--- config.mk ---
export PLATFORM = sky130hd
export DESIGN_NAME = uart_pkt_ctrl
export DESIGN_NICKNAME = d
export VERILOG_FILES = /design/src/rtl/uart_pkg.sv /design/src/rtl/pkt_buf.sv /design/src/rtl/uart_pkt_ctrl.sv
export SDC_FILE = /design/constraint.sdc
export NUM_CORES = 1
export LEC_CHECK = 0
export ABC_AREA = 1
export CORE_MARGIN = 4
export CORE_UTILIZATION = 29
export CTS_CLUSTER_DIAMETER = 30
export DETAILED_ROUTE_END_ITERATION = 6
export PLACE_DENSITY_LB_ADDON = 0.12
export SYNTH_ARGS = -nofsm -noshare
export SYNTH_HDL_FRONTEND = slang
export SYNTH_SLANG_ARGS = --single-unit
export TNS_END_PERCENT = 1
--- constraint.sdc ---
create_clock -name clk -period 3 [get_ports clk]
set_input_delay 0.3 -clock clk [delete_from_list [all_inputs] [get_ports clk]]
set_output_delay 0.3 -clock clk [all_outputs]
set_load 0.005 [all_outputs]
--- src/rtl/uart_pkg.sv ---
// Shared definitions for the UART packet controller: FSM states,
// error cause codes and the default frame start marker.
package uart_pkg;

  typedef enum logic [2:0] {
    ST_IDLE    = 3'd0,
    ST_ADDR    = 3'd1,
    ST_LEN     = 3'd2,
    ST_PAYLOAD = 3'd3,
    ST_CHK     = 3'd4,
    ST_COMMIT  = 3'd5
  } state_e;

  localparam logic [1:0] ERR_NONE    = 2'b00;
  localparam logic [1:0] ERR_CHK     = 2'b01;
  localparam logic [1:0] ERR_LEN     = 2'b10;
  localparam logic [1:0] ERR_TIMEOUT = 2'b11;

  localparam logic [7:0] SYNC_DEFAULT = 8'hA5;

endpackage

--- src/rtl/pkt_buf.sv ---
// Payload buffer: DEPTH x 8 storage with one write port and one read
// port; read data is registered (one clock latency), no reset needed.
module pkt_buf #(
  parameter int DEPTH = 16,
  parameter int AW    = (DEPTH > 1) ? $clog2(DEPTH) : 1
) (
  input  logic          clk,
  input  logic          we_i,
  input  logic [AW-1:0] waddr_i,
  input  logic [7:0]    wdata_i,
  input  logic [AW-1:0] raddr_i,
  output logic [7:0]    rdata_o
);

  logic [7:0] mem_q [DEPTH];
  logic [7:0] rdata_q;

  // Synchronous write and registered read.
  always_ff @(posedge clk) begin
    if (we_i) begin
      mem_q[waddr_i] <= wdata_i;
    end
    rdata_q <= mem_q[raddr_i];
  end

  assign rdata_o = rdata_q;

endmodule

--- src/rtl/uart_pkt_ctrl.sv ---
// Frame parser for a UART byte stream: SYNC, ADDR, LEN, payload, CHK.
// A checked frame is replayed into the register file one byte per clock;
// malformed or stalled frames are discarded with an error cause.
module uart_pkt_ctrl
  import uart_pkg::*;
#(
  parameter logic [7:0] SYNC_BYTE   = SYNC_DEFAULT,
  parameter int         MAX_LEN     = 16,
  parameter int         TIMEOUT_CYC = 4096
) (
  input  logic       clk,
  input  logic       rst_n,
  input  logic [7:0] rx_data,
  input  logic       rx_valid,
  output logic       wr_en,
  output logic [7:0] wr_addr,
  output logic [7:0] wr_data,
  output logic       pkt_done,
  output logic       pkt_err,
  output logic [1:0] err_code,
  output logic       busy,
  output logic       rx_drop
);

  // idx must reach LEN itself (end-of-commit marker), hence MAX_LEN+1.
  localparam int IW  = $clog2(MAX_LEN + 1);
  localparam int BAW = (MAX_LEN > 1) ? $clog2(MAX_LEN) : 1;
  localparam int TW  = $clog2(TIMEOUT_CYC + 1);

  localparam logic [7:0]    MAX_LEN_B = 8'(MAX_LEN);
  localparam logic [IW-1:0] MAX_LEN_W = IW'(MAX_LEN);
  localparam logic [TW-1:0] TO_LAST   = TW'(TIMEOUT_CYC - 1);

  state_e        state_q, state_d;
  logic [7:0]    base_q, base_d;
  logic [IW-1:0] len_q, len_d;
  logic [IW-1:0] idx_q, idx_d;
  logic [7:0]    xor_q, xor_d;
  logic [TW-1:0] tmo_q, tmo_d;

  logic          wr_en_q, wr_en_d;
  logic [7:0]    wr_addr_q, wr_addr_d;
  logic [7:0]    wr_data_q, wr_data_d;
  logic          pkt_done_q, pkt_done_d;
  logic          pkt_err_q, pkt_err_d;
  logic [1:0]    err_code_q, err_code_d;
  logic          busy_q;
  logic          rx_drop_q, rx_drop_d;

  logic           buf_we;
  logic [BAW-1:0] buf_raddr;
  logic [7:0]     buf_rdata;

  // Next-state and registered-output logic for the frame FSM.
  always_comb begin
    state_d    = state_q;
    base_d     = base_q;
    len_d      = len_q;
    idx_d      = idx_q;
    xor_d      = xor_q;
    tmo_d      = tmo_q;
    wr_en_d    = 1'b0;
    wr_addr_d  = wr_addr_q;
    wr_data_d  = wr_data_q;
    pkt_done_d = 1'b0;
    pkt_err_d  = 1'b0;
    err_code_d = ERR_NONE;
    rx_drop_d  = 1'b0;
    buf_we     = 1'b0;

    case (state_q)
      ST_IDLE: begin
        tmo_d = '0;
        if (rx_valid && (rx_data == SYNC_BYTE)) begin
          xor_d   = '0;
          state_d = ST_ADDR;
        end
      end

      ST_ADDR, ST_LEN, ST_PAYLOAD, ST_CHK: begin
        if (rx_valid) begin
          // An arriving byte always wins over a simultaneous timeout.
          tmo_d = '0;
          case (state_q)
            ST_ADDR: begin
              base_d  = rx_data;
              xor_d   = rx_data;
              state_d = ST_LEN;
            end
            ST_LEN: begin
              if ((rx_data == 8'd0) || (rx_data > MAX_LEN_B)) begin
                pkt_err_d  = 1'b1;
                err_code_d = ERR_LEN;
                state_d    = ST_IDLE;
              end else begin
                len_d   = IW'(rx_data);
                xor_d   = xor_q ^ rx_data;
                idx_d   = '0;
                state_d = ST_PAYLOAD;
              end
            end
            ST_PAYLOAD: begin
              buf_we = 1'b1;
              xor_d  = xor_q ^ rx_data;
              idx_d  = idx_q + 1'b1;
              if (idx_q == len_q - 1'b1) begin
                state_d = ST_CHK;
              end
            end
            default: begin
              if (rx_data == xor_q) begin
                idx_d   = '0;
                state_d = ST_COMMIT;
              end else begin
                pkt_err_d  = 1'b1;
                err_code_d = ERR_CHK;
                state_d    = ST_IDLE;
              end
            end
          endcase
        end else if (tmo_q == TO_LAST) begin
          pkt_err_d  = 1'b1;
          err_code_d = ERR_TIMEOUT;
          tmo_d      = '0;
          state_d    = ST_IDLE;
        end else begin
          tmo_d = tmo_q + 1'b1;
        end
      end

      ST_COMMIT: begin
        rx_drop_d = rx_valid;
        if (idx_q == len_q) begin
          pkt_done_d = 1'b1;
          state_d    = ST_IDLE;
        end else begin
          wr_en_d   = 1'b1;
          wr_addr_d = base_q + 8'(idx_q);
          wr_data_d = buf_rdata;
          idx_d     = idx_q + 1'b1;
        end
      end

      default: begin
        state_d = ST_IDLE;
      end
    endcase
  end

  // Read one entry ahead so buffer data is ready when its write is issued.
  always_comb begin
    buf_raddr = '0;
    if (idx_d < MAX_LEN_W) begin
      buf_raddr = BAW'(idx_d);
    end
  end

  // State, datapath and output registers with asynchronous reset.
  always_ff @(posedge clk or negedge rst_n) begin
    if (!rst_n) begin
      state_q    <= ST_IDLE;
      base_q     <= '0;
      len_q      <= '0;
      idx_q      <= '0;
      xor_q      <= '0;
      tmo_q      <= '0;
      wr_en_q    <= 1'b0;
      wr_addr_q  <= '0;
      wr_data_q  <= '0;
      pkt_done_q <= 1'b0;
      pkt_err_q  <= 1'b0;
      err_code_q <= ERR_NONE;
      busy_q     <= 1'b0;
      rx_drop_q  <= 1'b0;
    end else begin
      state_q    <= state_d;
      base_q     <= base_d;
      len_q      <= len_d;
      idx_q      <= idx_d;
      xor_q      <= xor_d;
      tmo_q      <= tmo_d;
      wr_en_q    <= wr_en_d;
      wr_addr_q  <= wr_addr_d;
      wr_data_q  <= wr_data_d;
      pkt_done_q <= pkt_done_d;
      pkt_err_q  <= pkt_err_d;
      err_code_q <= err_code_d;
      busy_q     <= (state_d != ST_IDLE);
      rx_drop_q  <= rx_drop_d;
    end
  end

  pkt_buf #(
    .DEPTH (MAX_LEN),
    .AW    (BAW)
  ) u_buf (
    .clk     (clk),
    .we_i    (buf_we),
    .waddr_i (BAW'(idx_q)),
    .wdata_i (rx_data),
    .raddr_i (buf_raddr),
    .rdata_o (buf_rdata)
  );

  assign wr_en    = wr_en_q;
  assign wr_addr  = wr_addr_q;
  assign wr_data  = wr_data_q;
  assign pkt_done = pkt_done_q;
  assign pkt_err  = pkt_err_q;
  assign err_code = err_code_q;
  assign busy     = busy_q;
  assign rx_drop  = rx_drop_q;

endmodule

Word-level counts from Yosys, hierarchy flattened. Memories as Yosys holds them, arrays and structs flattened. A register that Yosys moved wholly into a read port is not among the register bits. Index checks and enable logic that the tools add are counted.

Memories kept: 1. RAM bits: 128. Bits of input ports: 11. Bits in registers: 65. Logic and storage cells: 96.

Memories: u_buf.mem_q (depth 16, width 8, rd ports 1, clocked after memory_dff 1, write ports 1, RTL line pkt_buf.sv:15) `logic [7:0] mem_q [DEPTH];`.

Equality and inequality tests: 14. $lt $le $gt $ge: 2. Mux-type cells: 46. $add $sub $neg: 4. Reductions and logical operators: 12. Bitwise operators: 3.

Operators by type and width (number): 13-bit 2-to-1 mux (2); 13-bit one-hot mux with 2 select lines (1); 8-bit 2-to-1 mux (3); 8-bit one-hot mux with 3 select lines (1); 5-bit 2-to-1 mux (4); 3-bit 2-to-1 mux (6); 3-bit one-hot mux with 3 select lines (2); 1-bit 2-to-1 mux (16); 8-bit one-hot mux with 2 select lines (1); 5-bit one-hot mux with 3 select lines (1); 13-bit by 1-bit adder with 13-bit output, second input constant (1); 13-bit by 12-bit == test with 1-bit output, second input constant (1); 5-bit == test (2); 2-bit 2-to-1 mux (5); 5-bit one-hot mux with 2 select lines (1); 8-bit by 5-bit adder with 8-bit output (1); 8-bit == test (1); 8-bit == test, second input constant (1); 8-bit by 5-bit > comparator with 1-bit output, second input constant (1); 8-bit zero test (1); 8-bit XOR (1); 3-bit by 2-bit == test with 1-bit output, second input constant (2); 3-bit == test, second input constant (2); 5-bit by 1-bit adder with 5-bit output, second input constant (1); other kinds (21) (23).

Depth between registers and ports, before layout.
Depth in word-level cells: 8. Mapped depth: 20. Mapped depth without buffers: 19.

Cells and area by module. Synthesis repeated with hierarchy kept, for this count alone.

Cells, all modules: 1053. Area, all modules: 9638.0 µm².

Modules (own cells, without submodules): pkt_buf (area an instance 5766.8 µm², instances 1, cells each 551, seq. area each 4003.8 µm²); uart_pkt_ctrl (area an instance 3871.2 µm², instances 1, cells each 502, seq. area each 1626.6 µm²).

Worst setup path before layout. OpenSTA, ideal clock, no wires.

Path type: reg2reg. From: register idx_q[1]. To: register u_buf.rdata_q[6], in the netlist u_buf.rdata_o[6] (read register of u_buf.mem_q). Cell stages (with the launch flop): 18. Path buffers: 2. Path slack: 938 ps. Clock period less this slack: 2062 ps. Data arrival time: 1948 ps. Cell sequence: dfrtp_1 -> ha_1 -> nand3_1 -> xor2_1 -> nand2_1 -> nand2_1 -> nor2_1 -> nand2_1 -> nand2_1 -> nand2_2 -> nand2_4 -> buf_6 -> buf_4 -> nand3_1 -> nand3_1 -> nand3_1 -> nand3_1 -> nand2_1.

Word-level cells in the longest chain between the ends: 6. Elaborated cells on any way between the ends: 10.

Ends and longest elaborated chain: from (decl) (RTL line uart_pkt_ctrl.sv:37) `logic [IW-1:0] idx_q, idx_d;`; from (signal assigned) (RTL line uart_pkt_ctrl.sv:179) `idx_q <= idx_d;`; 5-bit by 1-bit adder with 5-bit output, or another cell as far along (RTL line uart_pkt_ctrl.sv:105, uart_pkt_ctrl.sv:140); 5-bit one-hot mux with 3 select lines (RTL line uart_pkt_ctrl.sv:84) `case (state_q)`; 5-bit 2-to-1 mux (RTL line uart_pkt_ctrl.sv:81) `if (rx_valid) begin`; 5-bit one-hot mux with 2 select lines * (RTL line uart_pkt_ctrl.sv:71) `case (state_q)`; 5-bit less-than comparator (RTL line uart_pkt_ctrl.sv:153) `if (idx_d < MAX_LEN_W) begin`; 4-bit 2-to-1 mux * (RTL line uart_pkt_ctrl.sv:153); to (decl) (RTL line pkt_buf.sv:16) `logic [7:0] rdata_q;`.

Every way passes the cells marked *; elsewhere a longest branch is shown, timed or not. A chain may end at the register's enable or synchronous reset.

Final worst setup path.
From: register idx_q[0]. To: register u_buf.rdata_q[0], in the netlist u_buf.rdata_o[0] (read register of u_buf.mem_q).

The elaborated chain is that of the path after synthesis.

==> results.ini <==
[outcome]
status = finished clean

[grt]
antenna_found_initial = 0
grt_pass1_wl_um = 41500
grt.overflow.total = 0
grt_max_degree = 46
globalRouteTotalUtil_pct = 14.8
grt_pass1_vias = 7175

[worst_setup_path]
cp-start-kind = register
rr_endpoint = u_buf.rdata_o[0]
cp-end-kind = register
slowest_stage = dfrtp_1
crit_family = simple AND/OR/NAND/NOR gates
path_buf_inv = 1
slowest_delay_ns = 0.45
startpoint = idx_q[0]
worstSetupPathType = reg2reg
reg2reg_from = idx_q[0]
required_ns = 3.43
r2r_cells = 16
cp.arrival_ns = 3.02
cp_max_fo = 32
worstPathCellList = ha_1 -> nand3_1 -> xor2_1 -> nand2_1 -> nand2_1 -> nor2_1 -> nand2_1 -> nand2_1 -> nand2_2 -> nand2_4 -> nand2_4 -> buf_12 -> nand3_1 -> nand3_1 -> nand3_1 -> nand2_1
r2r_setup_slack_ns = 0.41
cpMostUsedCell = nand2_1

[timing]
min_period_over_period_pct = 86.2
final.setup.worst_slack_ns = 0.415
drv_slew = 0
slew_headroom_pct = 65.2
timing.fmax_mhz = 387
rsz0062_at_grt = false
tightest_slew_ns = 0.521
hold_viol = 0
fin_skew_ns = 0.0255
min_period_ns = 2.59
setup_viol = 0

[cells_and_area]
diodes = 0
final_common_cell = nand2_1
drive_above_1_share_pct = 16.8
stdcell_area_um2 = 12700
syn2layout_area_growth_pct = 34.3
layout_common_cells = 213 x nand2_1, 128 x edfxtp_1, 118 x inv_1, 118 x nand3_1, 100 x nor2_1
fillCellCount = 3170
num-nets-final = 1121

[yosys]
post_synth.cell_area_avg_um2 = 9.67
synth_edf_count = 128
yosysWarnings = 0
ys_seq_area_share_pct = 59.4
synth_cell_type_count = 45
yosys_most_used_dff = edfxtp_1
synth-async-reset-ratio_pct = 32.3
syn_inst = 981
syn-num-nets = 1004
synth-seq-cells = 201
synth_area_um2 = 9480

[floorplanning]
die_area_um2 = 35700
die_width_um = 189
die_h_um = 189
rows = 65
core_area_um2 = 31900
start_util_pct = 29.7
num_io_pins = 34

[cts]
max-clock-path-buffers = 3
cts_tree = yes
numCtsBuffers = 53
path_clk_slew_ns = 0.05
clock_latency_ns = 0.56
h-tree-depth = 2
cts.sinks = 201
post_cts_buffers = 0
root_buffer = clkbuf_16

[route]
vias = 6939
wl_per_cell_um = 16.7
avgViaCountPerCell = 4.40
top_layer_used = met4
wl_um = 26400
initialDrtViolationCount = 361
drc = 0
wl_met1_um = 12200
ant_nets = 0
wl_met3_um = 848
drtPass1Iterations = 4
dr_wl_met2_um = 12700

[pwr]
ir_worst_vdd_mv = 0.434
total_power_w = 0.0116
power-per-cell-area_nw_per_um2 = 914
p_leak_nw = 5.36

[placed_design]
gp_congestion = 0.810
place_ws_ns = -0.0131
port_buffers = 33
placed_cell_area_um2 = 10700
hpwl_um = 18300

[hold_path]
hold_path.class = in2async

[job]
maxCapViolCount = 0

stage by stage:
step | hold WS (ns) | utilization, % | cells | setup TNS, ns
after floorplan | 0.00441 | - | 981 | 0
after CTS | 0.156 | 39.9 | 1576 | 0
final | 0.164 | 39.9 | 1576 | 0
after global routing | 0.184 | 39.9 | 1576 | 0
after detailed placement | 0.196 | 33.5 | 1477 | -0.0235
after global placement | 0.198 | 33.5 | 1477 | -0.0338
cell type report:
class	instances	area, um2	share of cell area (%)
Clock inverter	34	611	4.80
Timing Repair Buffer	103	928	7.29
Clock buffer	64	1420	11.1
Tap cell	435	544	4.28
Sequential cell	201	5630	44.2
Multi-Input combinational cell	612	3120	24.5
Inverter	127	477	3.74
worst reg2reg max path, delay by kind of cell (launching register included):
family                   cells  cell delay [ns]
XOR/XNOR                     1             0.21
flip-flops                   1             0.45
buffers and inverters        1             0.18
adder cells (fa/ha/maj)      1             0.27
AND/OR/NAND/NOR             13             1.35
kinds of logic after synthesis:
logic type / Yosys count / share of synthesized area [%]
mux: 1 / 0.106
compound gates: 69 / 4.49
buf+inv: 168 / 7.68
flops: 201 / 59.4
xor+xnor: 21 / 2.10
simple gates: 509 / 24.6
fa+ha+maj: 12 / 1.66
state kept, by name, summed over array words and instances, names as in the netlist:
register,count
u_buf.rdata_o,8
wr_addr,8
rx_drop,1
wr_en,1
state_q,3
base_q,8
pkt_done,1
len_q,5
pkt_err,1
tmo_q,13
u_buf.mem_q,128
err_code,2
wr_data,8
xor_q,8
idx_q,5
busy,1
cell usage after synthesis, types with 2 or more instances:
cell type	instances	area, um2
buf_2	21	105
nor3_1	13	65.1
nand2_1	213	800
inv_1	118	443
nand2_4	3	33.8
xor2_1	12	105
buf_4	5	37.5
o32ai_1	2	17.5
ha_1	11	138
edfxtp_1	128	3840
nand3b_1	40	300
nand2_2	6	37.5
o21ai_0	30	150
xnor2_2	2	32.5
nor2_2	4	25.0
nor2_1	100	375
dfxtp_1	8	160
buf_6	7	78.8
dfrtp_1	65	1630
clkbuf_1	8	30.0
nor4_1	3	18.8
a21oi_1	10	50.1
inv_2	8	30.0
nand3_2	2	20.0
nor2_4	3	33.8
o22ai_1	9	56.3
nand3_1	118	591
xnor2_1	7	61.3
o2111ai_1	9	78.8
worst max-delay path by stage:
stage	depth (start not counted)	endpoint
6_report	16	u_buf.rdata_o[0]
5_1_grt	17	u_buf.rdata_o[2]
4_1_cts	17	u_buf.rdata_o[2]
3_5_place_dp	21	u_buf.rdata_o[2]
3_3_place_gp	15	u_buf.rdata_o[2]
2_1_floorplan	17	u_buf.rdata_o[6]
report_power, final:
group | internal, W | switching [W] | total (W)
Clock | 0.00463 | 0.00174 | 0.00637
Combinational | 0.000718 | 0.00124 | 0.00196
Sequential | 0.00313 | 0.000180 | 0.00331
Total | 0.00848 | 0.00316 | 0.0116
per-layer routing:
metal	vias to the layer above	track usage, %
met1	3282	19.6
met4	0	4.54
met5	-	0
met3	42	2.52
met2	106	24.9
li1	3509	-
repair_timing:
item | CTS | global route
endpoints found under the hold margin | 10 | 0
gates resized for setup | 0 | 0
setup endpoints to repair | 0 | 0
hold buffers | 1 | 0
(Power assumes the default switching activity.)
